File: src/rtl/hazard_ctrl_unit.sv
// hazard_ctrl_unit
//   Pipeline hazard controller for the 5-stage TSC core. It handles load-use
//   stalls (1..3 bubbles), flushes on an EX-stage branch mispredict
//   (predict-not-taken), freezes while instruction or data memory is waiting,
//   drains the pipe after HLT, and keeps saturating stall/flush counters.
//   The only registered state is the FSM, the stall and drain countdowns and
//   the two perf counters. Every pipeline control is combinational.
// Ports
//   clk, reset_n                  clock, async active-low reset
//   valid_id, inst_type_id        ID instruction valid / decoded type
//   rs1_id, rs2_id, use_rs*_id    ID source specifiers and their use flags
//   halt_id                       ID instruction is HLT
//   valid_ex, mem_read_ex, rd_ex  EX load detection
//   branch_ex, branch_taken_ex    EX branch resolution
//   mem_access_mem, d_mem_ready   data-memory handshake
//   i_mem_ready                   instruction-fetch handshake
//   pc_write, ir_write            PC and IF/ID write enables
//   bubblify, flush, flush_ex     NOP into ID/EX, kill IF/ID, kill ID/EX
//   freeze, halted                hold all pipe regs, core halted
//   stall_count, flush_count      saturating perf counters
module hazard_ctrl_unit #(
  parameter int REG_ADDR_W      = 2,
  parameter int LOAD_USE_STALLS = 1,
  parameter int PIPE_DEPTH      = 5,
  parameter int CNT_W           = 16
) (
  input  logic                  clk,
  input  logic                  reset_n,
  input  logic                  valid_id,
  input  logic [2:0]            inst_type_id,
  input  logic [REG_ADDR_W-1:0] rs1_id,
  input  logic [REG_ADDR_W-1:0] rs2_id,
  input  logic                  use_rs1_id,
  input  logic                  use_rs2_id,
  input  logic                  halt_id,
  input  logic                  valid_ex,
  input  logic                  mem_read_ex,
  input  logic [REG_ADDR_W-1:0] rd_ex,
  input  logic                  branch_ex,
  input  logic                  branch_taken_ex,
  input  logic                  mem_access_mem,
  input  logic                  d_mem_ready,
  input  logic                  i_mem_ready,
  output logic                  pc_write,
  output logic                  ir_write,
  output logic                  bubblify,
  output logic                  flush,
  output logic                  flush_ex,
  output logic                  freeze,
  output logic                  halted,
  output logic [CNT_W-1:0]      stall_count,
  output logic [CNT_W-1:0]      flush_count
);

  // INSTTYPE_* encoding shared with the decoder; only JUMP matters here.
  localparam logic [2:0] INSTTYPE_JUMP = 3'd4;

  localparam int RW = 2;                       // holds up to LOAD_USE_STALLS-1 = 2
  localparam int DW = $clog2(PIPE_DEPTH) + 1;  // holds PIPE_DEPTH-2

  typedef enum logic [1:0] {RUN, LU_STALL, DRAIN, HALTED} state_t;

  state_t          state, state_nxt;
  logic [RW-1:0]   remaining, remaining_nxt;
  logic [DW-1:0]   drain_cnt, drain_nxt;

  logic lu_hazard, mispredict, data_wait;

  assign lu_hazard  = valid_ex & mem_read_ex & valid_id &
                      ((use_rs1_id & (rs1_id == rd_ex)) |
                       (use_rs2_id & (rs2_id == rd_ex)));
  assign mispredict = valid_ex & branch_ex & branch_taken_ex;
  assign data_wait  = mem_access_mem & ~d_mem_ready;

  always_ff @(posedge clk or negedge reset_n) begin
    if (!reset_n) begin
      state     <= RUN;
      remaining <= '0;
      drain_cnt <= '0;
    end else begin
      state     <= state_nxt;
      remaining <= remaining_nxt;
      drain_cnt <= drain_nxt;
    end
  end

  always_comb begin
    state_nxt     = state;
    remaining_nxt = remaining;
    drain_nxt     = drain_cnt;
    pc_write      = 1'b1;
    ir_write      = 1'b1;
    bubblify      = 1'b0;
    flush         = 1'b0;
    flush_ex      = 1'b0;
    freeze        = 1'b0;
    halted        = 1'b0;

    if (state == HALTED) begin
      pc_write = 1'b0;
      ir_write = 1'b0;
      freeze   = 1'b1;
      halted   = 1'b1;
    end else if (data_wait) begin
      // Everything holds; the FSM and countdowns are frozen too.
      pc_write = 1'b0;
      ir_write = 1'b0;
      freeze   = 1'b1;
    end else if (mispredict) begin
      // Anything younger than the branch is wrong-path, including a pending
      // stall or a halt drain, so return straight to RUN.
      flush         = 1'b1;
      flush_ex      = 1'b1;
      state_nxt     = RUN;
      remaining_nxt = '0;
      drain_nxt     = '0;
    end else begin
      if (state == LU_STALL) begin
        pc_write      = 1'b0;
        ir_write      = 1'b0;
        bubblify      = 1'b1;
        remaining_nxt = remaining - 1'b1;
        if (remaining <= RW'(1)) begin
          state_nxt     = RUN;
          remaining_nxt = '0;
        end
      end else if (state == DRAIN) begin
        pc_write  = 1'b0;
        flush     = 1'b1;
        drain_nxt = drain_cnt - 1'b1;
        if (drain_cnt <= DW'(1)) begin
          state_nxt = HALTED;
          drain_nxt = '0;
        end
      end else if (lu_hazard) begin
        pc_write = 1'b0;
        ir_write = 1'b0;
        bubblify = 1'b1;
        if (LOAD_USE_STALLS > 1) begin
          state_nxt     = LU_STALL;
          remaining_nxt = RW'(LOAD_USE_STALLS - 1);
        end
      end else if (valid_id & halt_id) begin
        pc_write  = 1'b0;
        flush     = 1'b1;
        state_nxt = DRAIN;
        drain_nxt = DW'(PIPE_DEPTH - 2);
      end else if (valid_id & (inst_type_id == INSTTYPE_JUMP)) begin
        flush = 1'b1;
      end
      // A fetch miss holds the PC and squashes whatever IF/ID would capture.
      if (!i_mem_ready) begin
        pc_write = 1'b0;
        flush    = 1'b1;
      end
    end
  end

  always_ff @(posedge clk or negedge reset_n) begin
    if (!reset_n) begin
      stall_count <= '0;
      flush_count <= '0;
    end else begin
      if (!pc_write && (state != HALTED) && (stall_count != '1))
        stall_count <= stall_count + 1'b1;
      if ((flush | flush_ex) && (flush_count != '1))
        flush_count <= flush_count + 1'b1;
    end
  end

endmodule

File: config.mk
export PLATFORM = sky130hd
export DESIGN_NAME = hazard_ctrl_unit
export DESIGN_NICKNAME = d
export VERILOG_FILES = /design/src/rtl/hazard_ctrl_unit.sv
export SDC_FILE = /design/constraint.sdc
export NUM_CORES = 1
export LEC_CHECK = 0
export ABC_AREA = 0
export ABC_CLOCK_PERIOD_IN_PS = 1850
export CORE_UTILIZATION = 44
export DETAILED_ROUTE_END_ITERATION = 8
export GPL_TIMING_DRIVEN = 0
export PLACE_DENSITY = 0.89
export SLEW_MARGIN = 10
export SYNTH_ARGS = -nofsm -noshare
export SYNTH_HDL_FRONTEND = slang
export SYNTH_SLANG_ARGS = --single-unit
File: constraint.sdc
create_clock -name clk -period 1.85 [get_ports clk]
set_input_delay 0.2775 -clock clk [delete_from_list [all_inputs] [get_ports clk]]
set_output_delay 0.2775 -clock clk [all_outputs]
set_load 0.05 [all_outputs]
## Yosys cells after proc, flatten, opt, wreduce, memory -nomap -nowiden

Cells that the tools add are included.

| cells by class | value |
|---|---|
| muxes and demuxes | 51 |
| equal/unequal tests | 14 |
| add/subtract/negate cells | 4 |
| bitwise operators | 15 |
| reductions and logical operators | 10 |
| magnitude comparators | 2 |

Operator list:

| operator | count |
|---|---|
| 1-bit 2-to-1 mux | 35 |
| 16-bit by 1-bit adder with 16-bit output (second input constant) | 2 |
| 16-bit inequality test (second input constant) | 2 |
| 4-bit 2-to-1 mux | 6 |
| 2-bit 2-to-1 mux | 10 |
| 1-bit bitwise AND | 10 |
| 6-bit AND reduction | 1 |
| 5-bit AND reduction | 1 |
| 2-bit == test | 2 |
| 2-bit == test (second input constant) | 2 |
| 4-bit by 1-bit <= comparator with 1-bit output (second input constant) | 1 |
| 2-bit inequality test (second input constant) | 2 |
| 4-bit by 1-bit inequality test with 1-bit output (second input constant) | 1 |
| 4-bit by 3-bit inequality test with 1-bit output (second input constant) | 1 |
| 4-bit nonzero test | 1 |
| 4-bit by 1-bit subtractor with 4-bit output (second input constant) | 1 |
| 3-bit == test (second input constant) | 1 |
| 1-bit logical AND | 3 |
| 3-bit by 1-bit inequality test with 1-bit output (second input constant) | 1 |
| 3-bit by 2-bit inequality test with 1-bit output (second input constant) | 1 |
| 1-bit inverter | 3 |
| 3-bit AND reduction | 1 |
| 3-bit nonzero test | 1 |
| 2-bit by 1-bit == test with 1-bit output (second input constant) | 1 |
| other kinds (5) | 6 |

| storage, ports and cells | value |
|---|---|
| output and inout bits | 39 |
| register bits after elaboration | 40 |

## Depth between registers and ports, before layout

Gate-level depths: netlist of the first run.

| depth | value |
|---|---|
| depth after elaboration | 14 |
| mapped depth | 9 |
| depth with buffers taken out | 8 |

## Least setup slack after synthesis of the first run

OpenSTA, ideal clock, no wires.

| path | value |
|---|---|
| path kind | reg2out |
| start point | reg state[0] |
| end point | out bubblify |
| cell stages (with the launch flop) | 5 |
| data arrival time | 2475 ps |
| path slack | -903 ps |
| buffers on the path | 1 |
| cell sequence | dfrtp_1 > ha_1 > or2_1 > buf_6 > nor3b_1 |

| on the way | value |
|---|---|
| cells in the longest elaborated chain, start to end | 6 |
| elaborated cells between the ends (all ways) | 8 |
| classes of those cells | eq/ne: 3; mux: 5 |

RTL lines:

| what | line | text |
|---|---|---|
| start, declared | 63 | `state_t state, state_nxt;` |
| start signal, assigned | 81 | `state <= state_nxt;` |
| 2-bit == test | 127 | `end else if (state == DRAIN) begin` |
| 1-bit 2-to-1 mux | 127 |  |
| 1-bit 2-to-1 mux | 118 | `if (state == LU_STALL) begin` |
| 1-bit 2-to-1 mux | 109 | `end else if (mispredict) begin` |
| 1-bit 2-to-1 mux | 104 | `end else if (data_wait) begin` |
| 1-bit 2-to-1 mux * | 99 | `if (state == HALTED) begin` |
| end, declared | 46 | `output logic bubblify,` |

Every way passes the cells marked *; elsewhere a longest branch is shown, timed or not.

## Worst setup path after layout of the first run

| path | value |
|---|---|
| start point | reg state[0] |
| end point | out pc_write |

| on the way | value |
|---|---|
| cells in the longest elaborated chain, start to end | 7 |
| elaborated cells between the ends (all ways) | 9 |
| classes of those cells | eq/ne: 3; mux: 6 |

RTL lines:

| what | line | text |
|---|---|---|
| 2-bit == test | 127 |  |
| 1-bit 2-to-1 mux | 127 |  |
| 1-bit 2-to-1 mux | 118 |  |
| 1-bit 2-to-1 mux | 152 | `if (!i_mem_ready) begin` |
| 1-bit 2-to-1 mux | 109 |  |
| 1-bit 2-to-1 mux | 104 |  |
| 1-bit 2-to-1 mux * | 99 |  |
| end, declared | 44 | `output logic pc_write,` |

Marked as above.

==> results of run 1 <==
==> power by group through the flow <==
| stage | clock network, mW | registers, mW | logic [mW] |
|---|---|---|---|
| finish | 0.720 | 1.42 | 3.39 |
| global route | 0.759 | 1.45 | 3.56 |
| CTS | 0.722 | 1.40 | 2.99 |
| detailed placement | 0 | 1.42 | 2.49 |
| global placement | 0 | 1.40 | 2.42 |
| floorplan | 0 | 1.89 | 1.29 |
==> critical path: cells and delay by family (launching register included) <==
kind	cells	cell delay, ns
AND/OR/NAND/NOR	2	0.46
flip-flops	1	0.42
buffers and inverters	2	0.24
adder cells (fa/ha/maj)	1	0.19
AO/OA/AOI/OAI	2	0.29
==> sequential cells by signal, indices dropped and copies added, names as in the netlist <==
register / count
stall_count: 16
drain_cnt: 4
state: 2
remaining: 2
flush_count: 16
==> metal layers <==
layer | vias to the layer above | routed length [um] | part of all wire (%) | track usage [%]
li1 | 981 | - | - | -
met1 | 1078 | 2660 | 39 | 28.7
met2 | 105 | 3510 | 52 | 39.9
met3 | 20 | 358 | 5.3 | 6.04
met4 | 0 | 236 | 3.5 | 11.3
met5 | - | 0 | 0 | 0
==> how the worst max path moves through the flow <==
stage / from / endpoint / slack (ns) / cells past startpoint
after floorplan: state[1] / flush_count[6] / -0.18 / 8
after global placement: branch_taken_ex / pc_write / -0.92 / 7
after detailed placement: branch_taken_ex / pc_write / -0.92 / 7
after CTS: state[1] / pc_write / -0.25 / 6
after global routing: state[0] / pc_write / -0.39 / 7
final: state[0] / pc_write / -0.34 / 7
==> layout by cell type (no fill, tap or decap), types with 4 or more instances in the layout <==
cell             instances
clkdlybuf4s50_1         28
dfrtp_1                 25
buf_6                   21
buf_4                   20
xnor2_1                 19
nand4_1                 16
dfrtp_2                 15
dlygate4sd2_1           14
dlymetal6s2s_1          11
nand3_1                 10
nand2_1                 10
and3_1                   8
a21oi_1                  8
xnor2_2                  7
nor2_1                   7
xor2_1                   7
inv_1                    6
o21ai_0                  5
clkbuf_8                 5
nor2_2                   4
ha_1                     4
==> layout make-up <==
type                       instances  area, sq um  share of cell area (%)
inverter                           9         33.8                   0.919
clock buffer                       5         68.8                    1.87
buffer                             4         33.8                   0.919
multi-input combinational        162         1410                    38.4
sequential                        40         1020                    27.7
timing repair buffer              97          982                    26.7
tap                               67         83.8                    2.28
clock inverter                     3         42.5                    1.16
==> timing repair <==
item	4_1_cts	5_1_grt
pin swaps	28	13
cloned	1	0
gates resized for setup	90	35
setup endpoints to repair	45	52
hold buffers	1	0
buffers inserted	25	9
endpoints found under the hold margin	14	0
==> logic make-up (layout without fill, tap and decap cells) <==
| group | after synthesis | in the layout | share of synthesized area, % |
|---|---|---|---|
| and+or+nand+nor | 84 | 84 | 21.9 |
| DFF | 40 | 40 | 44.6 |
| AOI/OAI and AO/OA | 33 | 33 | 10.6 |
| xor gates and xnor gates | 33 | 33 | 12.9 |
| buffers and inverters | 14 | 118 | 3.51 |
| adders and majority gates | 7 | 7 | 3.90 |
| muxes | 5 | 5 | 2.62 |
==> impl_metrics.py, run 1 <==
metrics = {
    "synth": {
        "synth_area_leader_cell": "dfrtp_1",
        "synth_cell_types": 46,
        "netlist_area_sq_um": 2240,
        "synth.net_count": 245,
        "ys_warn_count": 0,
        "syn_area_per_cell_sq_um": 10.4,
        "synth-edff-count": 0,
        "synthArstFlopShare_pct": 100,
        "synth_top_area_share_pct": 44.6,
        "synthFlopType": "dfrtp_1",
        "yosysSeqAreaShare_pct": 44.6,
        "synthTopCellsByArea": "dfrtp_1 45%, xnor2_1 10%, nand4_1 4.5%",
        "synth_most_common_cell": "dfrtp_1",
        "syn-instance-count": 216,
        "synth_common_cells": "40 x dfrtp_1, 26 x xnor2_1, 16 x nand4_1, 12 x nand3_1, 12 x nor2_1",
        "synth-seq-cells": 40,
    },
    "flow_run": {
        "maxCapViolCount": 0,
    },
    "placed_design": {
        "globalplace.congestion": 0.754,
        "dp_hpwl_um": 3630,
        "place_inst": 344,
        "io_buffers": 60,
        "placed_cell_area_sq_um": 3030,
        "dp_slack_ns": -0.917,
    },
    "timing": {
        "rsz0062_at_grt": "true",
        "maxSlewHeadroom_pct": 65.3,
        "setup-violations-final": 41,
        "finalSetupTns_ns": -7.66,
        "fin_crit_sh_pct": 118,
        "hold_ws_ns": 0.418,
        "hold_violations": 0,
        "fin_crit_ns": 2.19,
        "final.setup.worst_slack_ns": -0.340,
        "worstMarginPinSlew_ns": 0.520,
        "slew_viol_final": 0,
        "max_freq_mhz": 457,
        "clock_skew_ns": 0.0109,
    },
    "power": {
        "combinationalPowerShare_pct": 61.3,
        "clkPwrFrac_pct": 13.0,
        "pwr-share-seq_pct": 25.7,
        "p_per_area_nw_per_um2": 1510,
        "p_sw_mw": 2.52,
        "swShare_pct": 45.6,
        "p_int_mw": 3.01,
        "p_leak_nw": 1.71,
        "irDropWorstVdd_v": 0.000829,
        "total_power_mw": 5.54,
    },
    "setup_path": {
        "cp-end-kind": "output pin",
        "reg2reg_depth": 10,
        "crit_path_start_kind": "flop",
        "rr_startpoint": "state[0]",
        "slowest_delay_ns": 0.42,
        "crit_fanout": 4,
        "worstPathArrival_ns": 1.91,
        "worstPathRequired_ns": 1.57,
        "crit_type": "reg2out",
        "reg2reg_slack_ns": -0.27,
        "reg2reg_to": "flush_count[13]",
        "cp_slowest_cell": "dfrtp_2",
        "worstPathCellList": "inv_2, ha_4, a21oi_4, a31oi_4, or2_4, nor3_4, buf_6",
    },
    "clocking": {
        "cts_root_buf": "clkbuf_8",
        "cts_tree": "built",
        "cts_made_buffers": 5,
        "clockBufferDepth": 2,
        "clk_pin_slew_worst_paths_ns": 0.09,
        "clkSinkCount": 40,
        "clock_latency_ns": 0.30,
        "cts_max_level": 2,
    },
    "detailed_routing": {
        "ant_nets": 0,
        "dr.first_iter.drc_count": 119,
        "vias_per_cell": 5.64,
        "wl_per_cell_um": 17.5,
        "dr.pass1.iters": 4,
        "wirelength_um": 6760,
        "vias": 2184,
        "drc": 0,
    },
    "die": {
        "ios": 61,
        "die-width_um": 73.4,
        "dieArea_sq_um": 5390,
        "die_h_um": 73.4,
        "rows": 25,
        "core-area_sq_um": 4820,
        "start_util_pct": 46.6,
    },
    "status": {
        "status": "finished, violations left",
        "violations": "negative setup slack",
    },
    "finish": {
        "utilization_pct": 76.3,
        "finalInstanceArea_sq_um": 3670,
        "finalNetCount": 348,
        "fillers": 318,
        "stdcell_count": 387,
        "drive_above_1_share_pct": 35.9,
        "n_antenna_cell": 0,
        "area_growth_pct": 63.7,
    },
    "min_path": {
        "hold_class": "in2async",
    },
    "grt": {
        "grt_pass1_wl_um": 9780,
        "gr-usage-all-layers_pct": 23.8,
        "grt_overflow": 0,
        "grt_pass1_vias": 2074,
        "antenna_found_initial": 0,
        "grt_max_degree": 27,
    },
}
Power figures use the tool's default switching activity.
==> inputs of run 2 (changes only) <==
--- a/config.mk
+++ b/config.mk
@@ -7,11 +7,11 @@
 export LEC_CHECK = 0
 export ABC_AREA = 0
 export ABC_CLOCK_PERIOD_IN_PS = 1850
+export CORE_ASPECT_RATIO = 1.25
 export CORE_UTILIZATION = 44
 export DETAILED_ROUTE_END_ITERATION = 8
 export GPL_TIMING_DRIVEN = 0
 export PLACE_DENSITY = 0.89
-export SLEW_MARGIN = 10
 export SYNTH_ARGS = -nofsm -noshare
 export SYNTH_HDL_FRONTEND = slang
 export SYNTH_SLANG_ARGS = --single-unit
==> run 2 against run 1 <==
The run still ends with negative setup slack left. Power down 5.5%. First-iteration DRC count up 55%. Non-clock buffer count down 3. Largest power group unchanged. Via count down 3.2%. Combinational power down 4%. Sequential share of layout area up 0.64 points. Die area about the same.
==> impl_metrics.py, run 2 (same netlist as run 1, synthesis figures left out) <==
metrics = {
    "status": {
        "status": "finished, violations left",
        "violations": "negative setup slack",
    },
    "grt": {
        "grt_max_degree": 41,
        "grt_overflow": 0,
        "gr-usage-all-layers_pct": 23.3,
        "grt_pass1_vias": 2046,
        "antenna_found_initial": 0,
        "grt_pass1_wl_um": 9570,
    },
    "setup_path": {
        "reg2reg_slack_ns": -0.25,
        "cp-end-kind": "output pin",
        "worstPathArrival_ns": 1.86,
        "worstPathRequired_ns": 1.57,
        "crit_path_start_kind": "flop",
        "crit_fanout": 5,
        "crit_type": "reg2out",
    },
    "finish": {
        "finalNetCount": 346,
        "mostFrequentLayoutCell": "clkdlybuf4s50_1",
        "final_cell_mix": "30 x clkdlybuf4s50_1, 26 x dfrtp_1, 23 x buf_4, 21 x xnor2_1, 18 x buf_6",
        "n_antenna_cell": 0,
        "area_growth_pct": 59.8,
        "reg.largest.list": "flush_count: 16 flops, stall_count: 16 flops, drain_cnt: 4 flops",
        "fillers": 331,
        "drive_above_1_share_pct": 34.9,
        "utilization_pct": 74.2,
    },
    "detailed_routing": {
        "drc": 0,
        "wirelength_um": 5940,
        "dr.first_iter.drc_count": 184,
        "ant_nets": 0,
        "vias_per_cell": 5.60,
        "dr.pass1.iters": 5,
        "vias": 2115,
        "wl_per_cell_um": 15.7,
    },
    "placed_design": {
        "dp_hpwl_um": 3640,
        "dp_slack_ns": -0.949,
        "globalplace.congestion": 0.832,
        "io_buffers": 60,
    },
    "clocking": {
        "cts_max_level": 2,
        "cts_root_buf": "clkbuf_8",
        "clk_pin_slew_worst_paths_ns": 0.09,
        "cts_tree": "built",
        "cts_made_buffers": 5,
        "clock_latency_ns": 0.30,
        "clockBufferDepth": 2,
        "clkSinkCount": 40,
    },
    "timing": {
        "max_freq_mhz": 468,
        "fin_crit_ns": 2.13,
        "hold_violations": 0,
        "setup-violations-final": 42,
        "worstMarginPinSlew_ns": 0.887,
        "slew_viol_final": 0,
        "final.setup.worst_slack_ns": -0.285,
        "maxSlewHeadroom_pct": 40.9,
        "rsz0062_at_grt": "true",
        "hold_ws_ns": 0.0962,
        "clock_skew_ns": 0.0120,
        "fin_crit_sh_pct": 115,
    },
    "flow_run": {
        "maxCapViolCount": 0,
    },
    "power": {
        "p_leak_nw": 1.68,
        "irDropWorstVdd_v": 0.000874,
        "p_per_area_nw_per_um2": 1460,
    },
    "min_path": {
        "hold_class": "in2async",
    },
    "die": {
        "die-width_um": 65.9,
        "ios": 61,
        "core-area_sq_um": 4830,
        "start_util_pct": 46.4,
        "die_h_um": 81.9,
        "dieArea_sq_um": 5390,
        "rows": 28,
    },
}
[run 2: layer usage]
metal  track usage [%]  share of wire, %  wire length (um)
met3              4.44               4.4               263
met4              10.9               2.4               140
met1              27.1                38              2270
met2              40.7                55              3260
met5                 0                 0                 0
[run 2: critical path, stage by stage, from the launching register on]
cell and delay [ns]:
dfrtp_1 0.40, buf_6 0.13, buf_6 0.11, ha_4 0.18, inv_4 0.06, a31oi_4 0.07, or2_4 0.27, nor3_4 0.15
buf_6 0.19
[run 2: repair_timing]
| action | 4_1_cts | 5_1_grt |
|---|---|---|
| pin swaps | 30 | 14 |
| setup buffers | 27 | 6 |
| hold buffers | 0 | 0 |
| endpoints found under the setup margin | 44 | 57 |
| gates resized for setup | 93 | 22 |
| gates cloned | 1 | 1 |
[run 2: cell type report]
| type | count | area [sq um] | area share (%) |
|---|---|---|---|
| Sequential cell | 40 | 1020 | 28.4 |
| Tap cell | 60 | 75.1 | 2.09 |
| Multi-Input combinational cell | 163 | 1400 | 39.1 |
| Buffer | 4 | 33.8 | 0.942 |
| Clock buffer | 5 | 68.8 | 1.92 |
| Inverter | 9 | 36.3 | 1.01 |
| Timing Repair Buffer | 94 | 932 | 26.0 |
| Clock inverter | 3 | 18.8 | 0.523 |
[run 2: where the power goes]
part,leakage (nW),internal [mW],switching (mW)
Clock,0.0479,0.263,0.313
Sequential,0.500,1.11,0.274
Combinational,1.13,1.45,1.82
Total,1.68,2.83,2.41
[run 2: worst paths after layout]
kind                            cells after the start         endpoint            from
max in group asynchronous                           1   flush_count[8]         reset_n
worst min-delay path                                1  stall_count[15]         reset_n
worst max-delay path                                8         pc_write        state[0]
worst min register to register                      1   stall_count[5]  stall_count[5]
worst max register to register                     11   flush_count[0]        state[0]
min in group clk                                    1   stall_count[5]  stall_count[5]
[run 2: stage by stage]
| stage | instances | TNS (ns) | area (sq um) | power, mW |
|---|---|---|---|---|
| 2_1_floorplan | 216 | -1.93 | 2330 | 3.18 |
| 3_3_place_gp | 336 | -36.90 | 3010 | 3.82 |
| 3_5_place_dp | 336 | -18.45 | 3000 | 3.91 |
| 4_1_cts | 371 | -5.53 | 3490 | 5.05 |
| 5_1_grt | 378 | -9.90 | 3590 | 5.53 |
| 6_report | 378 | -6.51 | 3590 | 5.23 |
==> inputs of run 3 (changes only) <==
--- a/config.mk
+++ b/config.mk
@@ -10,7 +10,9 @@
 export CORE_ASPECT_RATIO = 1.25
 export CORE_UTILIZATION = 44
 export DETAILED_ROUTE_END_ITERATION = 8
+export GPL_ROUTABILITY_DRIVEN = 0
 export GPL_TIMING_DRIVEN = 0
+export HOLD_SLACK_MARGIN = 0.15
 export PLACE_DENSITY = 0.89
 export SYNTH_ARGS = -nofsm -noshare
 export SYNTH_HDL_FRONTEND = slang
==> run 3 against run 2 <==
Critical path type unchanged. Flip-flop and latch count stayed put. Register-to-register slack barely moved. The run still ends with negative setup slack left. Wire length decreased by 0.30%. Power barely moved. Combinational power about the same. Setup slack better by 0.0024 ns. Sequential power about the same. Largest power group unchanged. Non-clock buffer count up 1. Largest cell class unchanged. Final area is 0.28% higher. Clock skew is 0.00085 ns higher. Utilization increased by 0.21 points. Clock power about the same.
==> impl_metrics.py, run 3 (same netlist as run 1, synthesis figures left out) <==
metrics = {
    "status": {
        "status": "finished, violations left",
        "violations": "negative setup slack",
    },
    "grt": {
        "grt_pass1_vias": 2046,
        "grt_pass1_wl_um": 9570,
        "grt_overflow": 0,
        "grt_max_degree": 41,
        "antenna_found_initial": 0,
        "gr-usage-all-layers_pct": 23.3,
    },
    "timing": {
        "setup-violations-final": 42,
        "maxSlewHeadroom_pct": 41.3,
        "slew_viol_final": 0,
        "fin_crit_ns": 2.13,
        "clock_skew_ns": 0.0128,
        "hold_violations": 0,
        "worstMarginPinSlew_ns": 0.881,
        "fin_crit_sh_pct": 115,
        "hold_ws_ns": 0.478,
        "final.setup.worst_slack_ns": -0.283,
        "rsz0062_at_grt": "true",
        "max_freq_mhz": 469,
    },
    "setup_path": {
        "crit_path_start_kind": "flop",
        "crit_fanout": 3,
        "worstPathRequired_ns": 1.57,
        "reg2reg_slack_ns": -0.25,
        "worstPathArrival_ns": 1.86,
        "cp-end-kind": "output pin",
        "crit_type": "reg2out",
    },
    "finish": {
        "final_cell_mix": "30 x clkdlybuf4s50_1, 26 x dfrtp_1, 23 x buf_4, 21 x xnor2_1, 18 x buf_6",
        "mostFrequentLayoutCell": "clkdlybuf4s50_1",
        "area_growth_pct": 60.3,
        "n_antenna_cell": 0,
        "finalNetCount": 347,
        "reg.largest.list": "flush_count: 16 flops, stall_count: 16 flops, drain_cnt: 4 flops",
        "utilization_pct": 74.4,
        "drive_above_1_share_pct": 34.8,
    },
    "power": {
        "total_power_mw": 5.23,
        "p_leak_nw": 1.68,
        "p_per_area_nw_per_um2": 1450,
        "irDropWorstVdd_v": 0.000875,
    },
    "placed_design": {
        "dp_slack_ns": -0.949,
        "dp_hpwl_um": 3640,
        "io_buffers": 60,
    },
    "clocking": {
        "clockBufferDepth": 2,
        "cts_made_buffers": 5,
        "clkSinkCount": 40,
        "clock_latency_ns": 0.30,
        "cts_max_level": 2,
        "clk_pin_slew_worst_paths_ns": 0.09,
        "cts_tree": "built",
        "cts_root_buf": "clkbuf_8",
    },
    "die": {
        "rows": 28,
        "die-width_um": 65.9,
        "ios": 61,
        "dieArea_sq_um": 5390,
        "die_h_um": 81.9,
        "start_util_pct": 46.4,
        "core-area_sq_um": 4830,
    },
    "detailed_routing": {
        "drc": 0,
        "vias_per_cell": 5.54,
        "wirelength_um": 5920,
        "ant_nets": 0,
        "wl_per_cell_um": 15.6,
        "dr.pass1.iters": 4,
        "dr.first_iter.drc_count": 158,
        "vias": 2098,
    },
    "flow_run": {
        "maxCapViolCount": 0,
    },
    "min_path": {
        "hold_class": "reg2reg",
    },
}
==> run 3: metrics by stage <==
step	cell area, sq um	setup TNS, ns	std cells
after detailed placement	3000	-18.45	336
after CTS	3500	-5.53	372
after floorplan	2330	-1.93	216
after global routing	3600	-9.90	379
after global placement	3010	-36.90	336
final	3600	-6.65	379
==> run 3: power breakdown <==
group	total (mW)	switching, mW	internal, mW
sequential	1.39	0.273	1.11
clock	0.576	0.313	0.263
combinational	3.27	1.82	1.45
==> run 3: layer usage <==
metal / track usage [%] / part of all wire, % / up-vias
met5: 0 / 0 / -
met4: 10.9 / 2.2 / 0
met3: 4.44 / 4.3 / 14
met2: 40.7 / 55 / 89
met1: 27.1 / 38 / 1020
li1: - / - / 975
==> run 3: critical path, stage by stage, from the launching register on <==
cell and delay, ns:
dfrtp_1 0.38, inv_1 0.10, ha_4 0.18, a21oi_4 0.18, a31oi_4 0.11, or2_4 0.27, nor3_4 0.14, buf_6 0.18
==> run 3: final timing paths <==
path | start | end | cells after the start
setup / recovery | state[0] | pc_write | 7
hold / removal | stall_count[5] | stall_count[5] | 1
setup reg to reg | state[0] | flush_count[0] | 11
hold reg to reg | stall_count[5] | stall_count[5] | 1
max in group asynchronous | reset_n | flush_count[8] | 2
min in group asynchronous | reset_n | stall_count[15] | 2
==> run 3: cell type report <==
type / count / area, sq um
buffer: 4 / 33.8
multi-input combinational: 163 / 1400
tap: 60 / 75.1
timing repair buffer: 95 / 942
inverter: 9 / 36.3
sequential: 40 / 1020
clock inverter: 3 / 18.8
clock buffer: 5 / 68.8
fill: 331 / 1240
==> run 3: timing repair <==
| item | 4_1_cts | 5_1_grt |
|---|---|---|
| hold buffers | 1 | 0 |
| pin swaps | 30 | 14 |
| gates cloned | 1 | 1 |
| setup buffers | 27 | 6 |
| setup endpoints to repair | 44 | 57 |
| endpoints found under the hold margin | 40 | 0 |
| gates resized for setup | 93 | 22 |
